### config.mk
export PLATFORM = sky130hd
export DESIGN_NAME = nf_sume_xbar_rr_arbiter
export DESIGN_NICKNAME = d
export VERILOG_FILES = /design/src/rtl/nf_sume_xbar_pkg.sv /design/src/rtl/xbar_rr_pick.sv /design/src/rtl/nf_sume_xbar_rr_arbiter.sv
export SDC_FILE = /design/constraint.sdc
export NUM_CORES = 1
export LEC_CHECK = 0
export ABC_AREA = 1
export CORE_AREA = 2 2 492 494
export CTS_BUF_LIST = sky130_fd_sc_hd__clkbuf_16
export DETAILED_ROUTE_END_ITERATION = 7
export DIE_AREA = 0 0 494 496
export PLACE_DENSITY = 0.31
export SLEW_MARGIN = 20
export SYNTH_ARGS = -nofsm -noshare
export SYNTH_HDL_FRONTEND = slang
export SYNTH_HIERARCHICAL = 1
export SYNTH_SLANG_ARGS = --single-unit
export TNS_END_PERCENT = 50
### constraint.sdc
create_clock -name axis_aclk -period 3.7 [get_ports axis_aclk]
set_input_delay 0.74 -clock axis_aclk [delete_from_list [all_inputs] [get_ports axis_aclk]]
set_output_delay 0.74 -clock axis_aclk [all_outputs]
set_load 0.01 [all_outputs]
### src/rtl/nf_sume_xbar_pkg.sv
// Shared definitions for the NetFPGA SUME crossbar round-robin arbiter:
// FSM state encoding, packet counter width and the default requester count.
package nf_sume_xbar_pkg;

  localparam int PKT_COUNT_WIDTH    = 32;
  localparam int DEFAULT_NUM_QUEUES = 5;

  typedef enum logic {
    ST_IDLE = 1'b0,
    ST_SEND = 1'b1
  } xbar_state_e;

endpackage

### src/rtl/xbar_rr_pick.sv
// Combinational round-robin search: returns, one-hot, the first eligible
// requester found scanning upward from the one after the previous winner.
module xbar_rr_pick
  import nf_sume_xbar_pkg::*;
#(
  parameter int NUM_QUEUES = DEFAULT_NUM_QUEUES,
  parameter int IDX_W      = $clog2(NUM_QUEUES)
) (
  input  logic [NUM_QUEUES-1:0] i_req,
  input  logic [NUM_QUEUES-1:0] i_enable,
  input  logic [IDX_W-1:0]      i_last_grant,
  output logic [NUM_QUEUES-1:0] o_grant,
  output logic                  o_any_req
);

  logic [NUM_QUEUES-1:0] w_elig;
  logic [IDX_W-1:0]      w_idx;
  logic                  w_found;

  assign w_elig    = i_req & i_enable;
  assign o_any_req = |w_elig;

  // Offsets 1..NUM_QUEUES visit every requester once, ending on last_grant itself.
  always_comb begin
    o_grant = '0;
    w_found = 1'b0;
    w_idx   = '0;
    for (int k = 1; k <= NUM_QUEUES; k++) begin
      w_idx = IDX_W'((int'(i_last_grant) + k) % NUM_QUEUES);
      if (!w_found && w_elig[w_idx]) begin
        o_grant[w_idx] = 1'b1;
        w_found        = 1'b1;
      end
    end
  end

endmodule

### src/rtl/nf_sume_xbar_rr_arbiter.sv
// Packet-level round-robin AXI-Stream arbiter: one requester owns the master
// stream from its first beat to its tlast, with one arbitration cycle between.
module nf_sume_xbar_rr_arbiter
  import nf_sume_xbar_pkg::*;
#(
  parameter int C_AXIS_DATA_WIDTH  = 64,
  parameter int C_AXIS_TUSER_WIDTH = 128,
  parameter int NUM_QUEUES         = DEFAULT_NUM_QUEUES
) (
  input  logic                                          axis_aclk,
  input  logic                                          axis_aresetn,
  input  logic [NUM_QUEUES*C_AXIS_DATA_WIDTH-1:0]       s_axis_tdata,
  input  logic [NUM_QUEUES*(C_AXIS_DATA_WIDTH/8)-1:0]   s_axis_tkeep,
  input  logic [NUM_QUEUES*C_AXIS_TUSER_WIDTH-1:0]      s_axis_tuser,
  input  logic [NUM_QUEUES-1:0]                         s_axis_tvalid,
  input  logic [NUM_QUEUES-1:0]                         s_axis_tlast,
  output logic [NUM_QUEUES-1:0]                         s_axis_tready,
  output logic [C_AXIS_DATA_WIDTH-1:0]                  m_axis_tdata,
  output logic [C_AXIS_DATA_WIDTH/8-1:0]                m_axis_tkeep,
  output logic [C_AXIS_TUSER_WIDTH-1:0]                 m_axis_tuser,
  output logic                                          m_axis_tvalid,
  output logic                                          m_axis_tlast,
  input  logic                                          m_axis_tready,
  input  logic [NUM_QUEUES-1:0]                         port_enable,
  output logic [PKT_COUNT_WIDTH-1:0]                    pkt_count,
  output logic [NUM_QUEUES-1:0]                         cur_grant
);

  localparam int KEEP_W = C_AXIS_DATA_WIDTH / 8;
  localparam int IDX_W  = $clog2(NUM_QUEUES);

  xbar_state_e                r_state;
  logic [NUM_QUEUES-1:0]      r_grant;
  logic [IDX_W-1:0]           r_last_grant;
  logic [PKT_COUNT_WIDTH-1:0] r_pkt_count;

  logic [NUM_QUEUES-1:0]      w_next_grant;
  logic                       w_any_req;
  logic [IDX_W-1:0]           w_grant_idx;
  logic                       w_pkt_done;

  xbar_rr_pick #(
    .NUM_QUEUES (NUM_QUEUES),
    .IDX_W      (IDX_W)
  ) u_pick (
    .i_req        (s_axis_tvalid),
    .i_enable     (port_enable),
    .i_last_grant (r_last_grant),
    .o_grant      (w_next_grant),
    .o_any_req    (w_any_req)
  );

  always_comb begin
    m_axis_tdata  = '0;
    m_axis_tkeep  = '0;
    m_axis_tuser  = '0;
    m_axis_tvalid = 1'b0;
    m_axis_tlast  = 1'b0;
    w_grant_idx   = '0;
    for (int i = 0; i < NUM_QUEUES; i++) begin
      if (r_state == ST_SEND && r_grant[i]) begin
        m_axis_tdata  = s_axis_tdata[i*C_AXIS_DATA_WIDTH +: C_AXIS_DATA_WIDTH];
        m_axis_tkeep  = s_axis_tkeep[i*KEEP_W +: KEEP_W];
        m_axis_tuser  = s_axis_tuser[i*C_AXIS_TUSER_WIDTH +: C_AXIS_TUSER_WIDTH];
        m_axis_tvalid = s_axis_tvalid[i];
        m_axis_tlast  = s_axis_tlast[i];
        w_grant_idx   = IDX_W'(i);
      end
    end
  end

  assign s_axis_tready = (r_state == ST_SEND) ? (r_grant & {NUM_QUEUES{m_axis_tready}}) : '0;
  assign w_pkt_done    = m_axis_tvalid & m_axis_tready & m_axis_tlast;
  assign cur_grant     = r_grant;
  assign pkt_count     = r_pkt_count;

  // port_enable is only sampled when arbitrating, so a packet in flight always completes.
  always_ff @(posedge axis_aclk or negedge axis_aresetn) begin
    if (!axis_aresetn) begin
      r_state      <= ST_IDLE;
      r_grant      <= '0;
      r_last_grant <= IDX_W'(NUM_QUEUES - 1);
      r_pkt_count  <= '0;
    end else begin
      case (r_state)
        ST_IDLE: begin
          if (w_any_req) begin
            r_state <= ST_SEND;
            r_grant <= w_next_grant;
          end
        end
        ST_SEND: begin
          if (w_pkt_done) begin
            r_state      <= ST_IDLE;
            r_grant      <= '0;
            r_last_grant <= w_grant_idx;
            r_pkt_count  <= r_pkt_count + PKT_COUNT_WIDTH'(1);
          end
        end
        default: begin
          r_state <= ST_IDLE;
          r_grant <= '0;
        end
      endcase
    end
  end

endmodule

---- Word-level counts from Yosys, hierarchy flattened ----
Index checks and enable logic that the tools add are counted.
storage, ports and cells
  flip-flop bits (word level) ............. 41
  bits of input ports ..................... 1018
  word-level logic and storage cells ...... 122
  output and inout bits ................... 244
cells by class
  bitwise operators ....................... 9
  divide/modulo/power cells ............... 5
  eq/ne operators ......................... 2
  reductions and logical operators ........ 21
  order comparisons ....................... 10
  add/subtract/negate cells ............... 6
  muxes and demuxes ....................... 65
operators with widths
  cell                     count
  $mux W128                5
  $mux W64                 5
  $mod A32 B4 Y32 const B  5
  $mux W5                  8
  $mux W8                  5
  $add A32 B1 Y32 const B  1
  $mux W1                  27
  $lt A3 B4 Y1 const B     5
  $or A5 B5 Y5             4
  $bmux W1 S3              5
  $demux W1 S3             5
  $ge A3 B1 Y1 const B     5
  $logic_and A1 B1 Y1      14
  $and A5 B5 Y5            2
  $pmux W5 S2              1
  $mux W3                  3
  $add A3 B2 Y4 const B    2
  $add A3 B3 Y4 const B    2
  $reduce_or A5 Y1         1
  $add A3 B1 Y4 const B    1
  $logic_not A1 Y1         4
  $ne A2 B1 Y1 const B     2
  $reduce_and A2 Y1        2
  $and A1 B1 Y1            2
  2 further kinds          2

---- Depth between registers and ports, before layout ----
  depth after elaboration ................. 19
  depth in mapped cells ................... 30
  mapped depth without buffers ............ 29

---- Hierarchy ----
Netlist, hierarchy kept.
by module, submodules not included
  module                   cells each  area each (sq um)  sequential area each (sq um)  times used
  nf_sume_xbar_rr_arbiter  1980        10417.5            1027.2                        1
  xbar_rr_pick             349         1876.8             0.0                           1

---- Worst setup path after synthesis ----
No wires, ideal clock.
  path kind ............................... register to register
  from .................................... register r_last_grant[0]
  to ...................................... register r_grant[3], in the netlist cur_grant[3]
  library setup time ...................... 0.118 ns
  stages on the path, launching flop included .. 24
  slack ................................... 0.013 ns
  data arrival time ....................... 3.569 ns
  cells stage by stage .................... dfrtp_1 > buf_2 > inv_1 > ha_1 > inv_2 > ha_1 > nor2_1 > nand3_1 > nand2_1 > xor2_1 > ha_1 > inv_1 > or2_2 > nand2_2 > nand3_1 > nand2_2 > nand2_2 > o21ai_2 > a21boi_2 > nor2_4 > nand3_1 > nand3_1 > nand2_1 > nand2_1
between the ends
  word-level cells in the longest chain between the ends .. 19
  elaborated cells between the ends (all ways) .. 68
ends and longest elaborated chain
  item                                                                      RTL line                       source
  start: declaration                                                        nf_sume_xbar_rr_arbiter.sv:34  logic [IDX_W-1:0] r_last_grant;
  start signal: assignment                                                  nf_sume_xbar_rr_arbiter.sv:82  r_last_grant <= IDX_W'(NUM_QUEUES - 1);
  start signal: assignment                                                  nf_sume_xbar_rr_arbiter.sv:96  r_last_grant <= w_grant_idx;
  parallel branches: the longest is 16 deep, another holds $mod A32 B4 Y32  -
  $mux W5 (*)                                                               xbar_rr_pick.sv:30             if (!w_found && w_elig[w_idx]) begin
  named net w_next_grant[3]                                                 nf_sume_xbar_rr_arbiter.sv:37  logic [NUM_QUEUES-1:0] w_next_grant;
  $mux W5 (*)                                                               nf_sume_xbar_rr_arbiter.sv:87  if (w_any_req) begin
  $pmux W5 S2 (*)                                                           nf_sume_xbar_rr_arbiter.sv:85  case (r_state)
  end signal: assignment                                                    nf_sume_xbar_rr_arbiter.sv:89  r_grant <= w_next_grant;
  end: declaration                                                          nf_sume_xbar_rr_arbiter.sv:33  logic [NUM_QUEUES-1:0] r_grant;
Mark *: on every way through the listed nets, which the timed path passes. The select of a mux whose other input is x is not followed.
A chain may end at the register's enable or synchronous reset.

---- Final worst setup path ----
  from .................................... register r_grant[2], in the netlist cur_grant[2]
  to ...................................... output m_axis_tuser[110]
between the ends
  word-level cells in the longest chain between the ends .. 4
ends and longest elaborated chain
  item                    RTL line                       source
  $logic_and A1 B1 Y1     nf_sume_xbar_rr_arbiter.sv:61  if (r_state == ST_SEND && r_grant[i]) begin
  $mux W128 (3 in a row)  nf_sume_xbar_rr_arbiter.sv:61
  end: declaration        nf_sume_xbar_rr_arbiter.sv:20  output logic [C_AXIS_TUSER_WIDTH-1:0] m_axis_tuser,
Every way passes these cells.

==> flow_metrics.tcl <==
set metrics [dict create \
    portBuffers 1261 \
    finalSetupViolCount 1 \
    yosysWarnings 6 \
    r2r-start "r_last_grant[2]$_DFFE_PN1P_" \
    path_max_fanout 21 \
    status "finished, violations left" \
    fin_nets 4674 \
    drv_cap 0 \
    violations "setup timing" \
    viasPerCell 3.360 \
    grt_max_degree 81 \
    finalHoldViolations 0 \
    ctsHoldBuffers 0 \
    ys_ff_latch 41 \
    nFillCells 28007 \
    globalRoute.totalOverflow 0 \
    grt_setup_unrepaired "yes" \
    max_slew.worst_pin.slew_ps 789.3 \
    crit_path_end_kind "primary output" \
    ys_seq_area_share_pct 8.355 \
    cts.htree.levels 2 \
    pre_cts_ws_ps -131.9 \
    cts.sink_count 41 \
    die_w_microns 494 \
    synthCells 2329 \
    cts_tree "built" \
    path_clk_slew_ps 70 \
    rows 180 \
    grt_pass1_vias 22906 \
    max_stage_delay_ps 590 \
    drtPass1Iterations 6 \
    grt_pass1_wl_microns 247500 \
    whs_ps 528.9 \
    p_leak_nw 12.25 \
    post-route-worst-setup-slack_ps -13.39 \
    fmax_mhz 269.3 \
    drt_wl_total_microns 206200 \
    gp_congestion 0.9251 \
    crit_arrival_ps 2970 \
    syn_area_sq_um 12290 \
    antenna_found_initial 209 \
    cts_root_buffer "clkbuf_16" \
    area_growth_pct 154.6 \
    critical_path.most_common_cell "buf_4" \
    syn-num-nets 3374 \
    drive_gt1_share_pct 10.55 \
    ir_worst_vdd_mv 0.3201 \
    power_frac_comb_pct 95.6 \
    drcViolationCount 0 \
    die-area_sq_um 245000 \
    rr_worst_depth 26 \
    slowest_stage "clkdlybuf4s50_1" \
    period_minus_slack_ps 3713 \
    start_util_pct 5.131 \
    slew_headroom_pct 47.38 \
    net-switching-power_mw 12.70 \
    ant_nets 0 \
    clock_path_buffers 2 \
    critical_path_class "flip-flop to primary output" \
    clock_skew_ps 10.36 \
    swShare_pct 55.79 \
    drt_iter0_markers 1605 \
    internal_power_mw 10.06 \
    min_path_type "primary input to asynchronous set/reset pin" \
    r2r_setup_slack_ps 240 \
    p_clk_share_pct 2.0 \
    rr_endpoint "cur_grant[2]$_DFFE_PN0P_" \
    cp-endpoint "m_axis_tuser[110]" \
    required_ps 2960 \
    power_frac_seq_pct 2.5 \
    power-per-cell-area_nw_per_um2 727.3 \
    cp-start-kind "flip-flop" \
    wire_per_inst_microns 29.99 \
    crit_chain "nand2_1 > buf_4 > inv_8 > buf_16 > buf_4 > a22o_1 > a21oi_1 > o21ai_0 > clkdlybuf4s50_1" \
    avgSynthCellArea_sq_um 5.279 \
    fin_crit_sh_pct 100.4 \
    startpoint "cur_grant[2]$_DFFE_PN0P_" \
    io_pins 1262 \
    insertion_delay_ps 300 \
    routed-via-count 23101 \
    cts_buffers 5 \
    finalMaxSlewViolations 0 \
    grt_use_total_pct 15.51 \
    dp.final_hpwl_microns 182400 \
    coreArea_sq_um 239600 \
    synth.distinct_cells 40 \
    die_y_microns 496 \
]
[cell families (layout without fill, tap and decap cells)]
kind of cell / after synthesis / after routing / share of synthesized area, %
fa+ha+maj: 27 / 27 / 2.748
compound gates: 628 / 628 / 32.08
simple gates: 1335 / 1336 / 45.57
buf+inv: 273 / 1573 / 9.404
other cells: 0 / 61 / 0
flops: 41 / 41 / 8.355
xor+xnor: 25 / 25 / 1.842
[placed cells by master, fill, tap and decap left out, drive strengths merged, types with 16 or more instances in the layout]
cell type / n
ha: 27
a21oi: 198
nand3: 295
xor2: 16
nor3: 18
inv: 85
o21ai: 222
diode: 61
nor2: 108
clkdlybuf4s50: 1179
nand2: 894
buf: 267
a22o: 200
dfrtp: 40
dlymetal6s2s: 25
[power by group through the flow]
stage               clock (mW)  combinational, mW  sequential, mW
finish                   0.451               21.8           0.560
global route             0.487               23.3           0.566
CTS                      0.465               21.6           0.562
detailed placement           0               21.4           0.571
global placement             0               21.6           0.571
floorplan                    0               8.03           0.583
[area by class of cell]
type                    instances  area, sq um  area share, %
flip-flops and latches         41         1027          3.282
inverters                      84        355.3          1.135
diodes                         61        152.6         0.4876
repair buffers               1481        15300          48.87
clock buffers                   5        125.1         0.3997
multi-input cells            2016        10350          33.06
well taps                    3185         3985          12.73
clock inverters                 3        11.26        0.03597
[registers in the layout (all words and copies together) (netlist names)]
signal        count
pkt_count        32
r_state           1
r_last_grant      3
cur_grant         5
[worst max-delay path, delay by kind of cell, from the launching register on]
kind | cells | cell delay (ps)
flops | 1 | 350
buf+inv | 5 | 1460
compound gates | 3 | 580
simple gates | 1 | 180
[worst min path at each step]
stage | to | slack (ps) | cells past startpoint
6_report | pkt_count[8]$_DFFE_PN0P_ | 530 | 1
3_3_place_gp | pkt_count[31]$_DFFE_PN0P_ | 510 | 2
5_1_grt | pkt_count[31]$_DFFE_PN0P_ | 560 | 2
4_1_cts | pkt_count[31]$_DFFE_PN0P_ | 530 | 2
2_1_floorplan | cur_grant[0]$_DFFE_PN0P_ | 440 | 0
3_5_place_dp | pkt_count[31]$_DFFE_PN0P_ | 510 | 2
[synthesized netlist by cell type, drive strengths merged]
library cell  number  area (sq um)
a21boi             1         11.26
a21oi            198          1006
a22o             200          1752
a31oi              2         12.51
buf              101         510.5
clkbuf            88         330.3
clkinv             1         3.750
dfrtp             40          1001
dfstp              1         26.28
ha                27         337.8
inv               83         311.6
nand2            894          3441
nand3            295          1519
nand3b             6         45.04
nand4             13         81.33
nor2             107         414.1
nor3              18         90.09
o211ai             1         7.510
o21ai            222          1122
o21bai             3         26.27
o22ai              1         6.260
or2                2         12.51
xnor2              9         78.83
xor2              16         147.7
[through the flow]
step | utilization [%] | power (mW) | std cells | setup TNS (ps) | instance area [sq um]
global placement | 12.68 | 22.12 | 6788 | -108.2 | 30380
detailed placement | 12.68 | 22.02 | 6788 | -160.6 | 30380
floorplan | - | 8.614 | 2329 | 0 | 12290
finish | 13.06 | 22.77 | 6876 | -13.39 | 31300
global route | 13.04 | 24.35 | 6850 | -355.2 | 31240
CTS | 12.78 | 22.66 | 6800 | -86.73 | 30620
[repair_timing]
item / in CTS / in global routing
pin swaps: 1 / 21
setup endpoints to repair: 74 / 85
gates cloned: 0 / 7
buffers inserted: 4 / 9
resized for setup: 39 / 105
[per-layer routing]
| metal | up-vias | global-route usage (%) | wire length (microns) |
|---|---|---|---|
| met1 | 10810 | 16.14 | 72990 |
| met3 | 346 | 5.394 | 18700 |
| li1 | 10621 | - | - |
| met4 | 96 | 4.902 | 7014 |
| met2 | 1228 | 28.87 | 106900 |
| met5 | - | 0 | 628 |
Power figures use the tool's default switching activity.
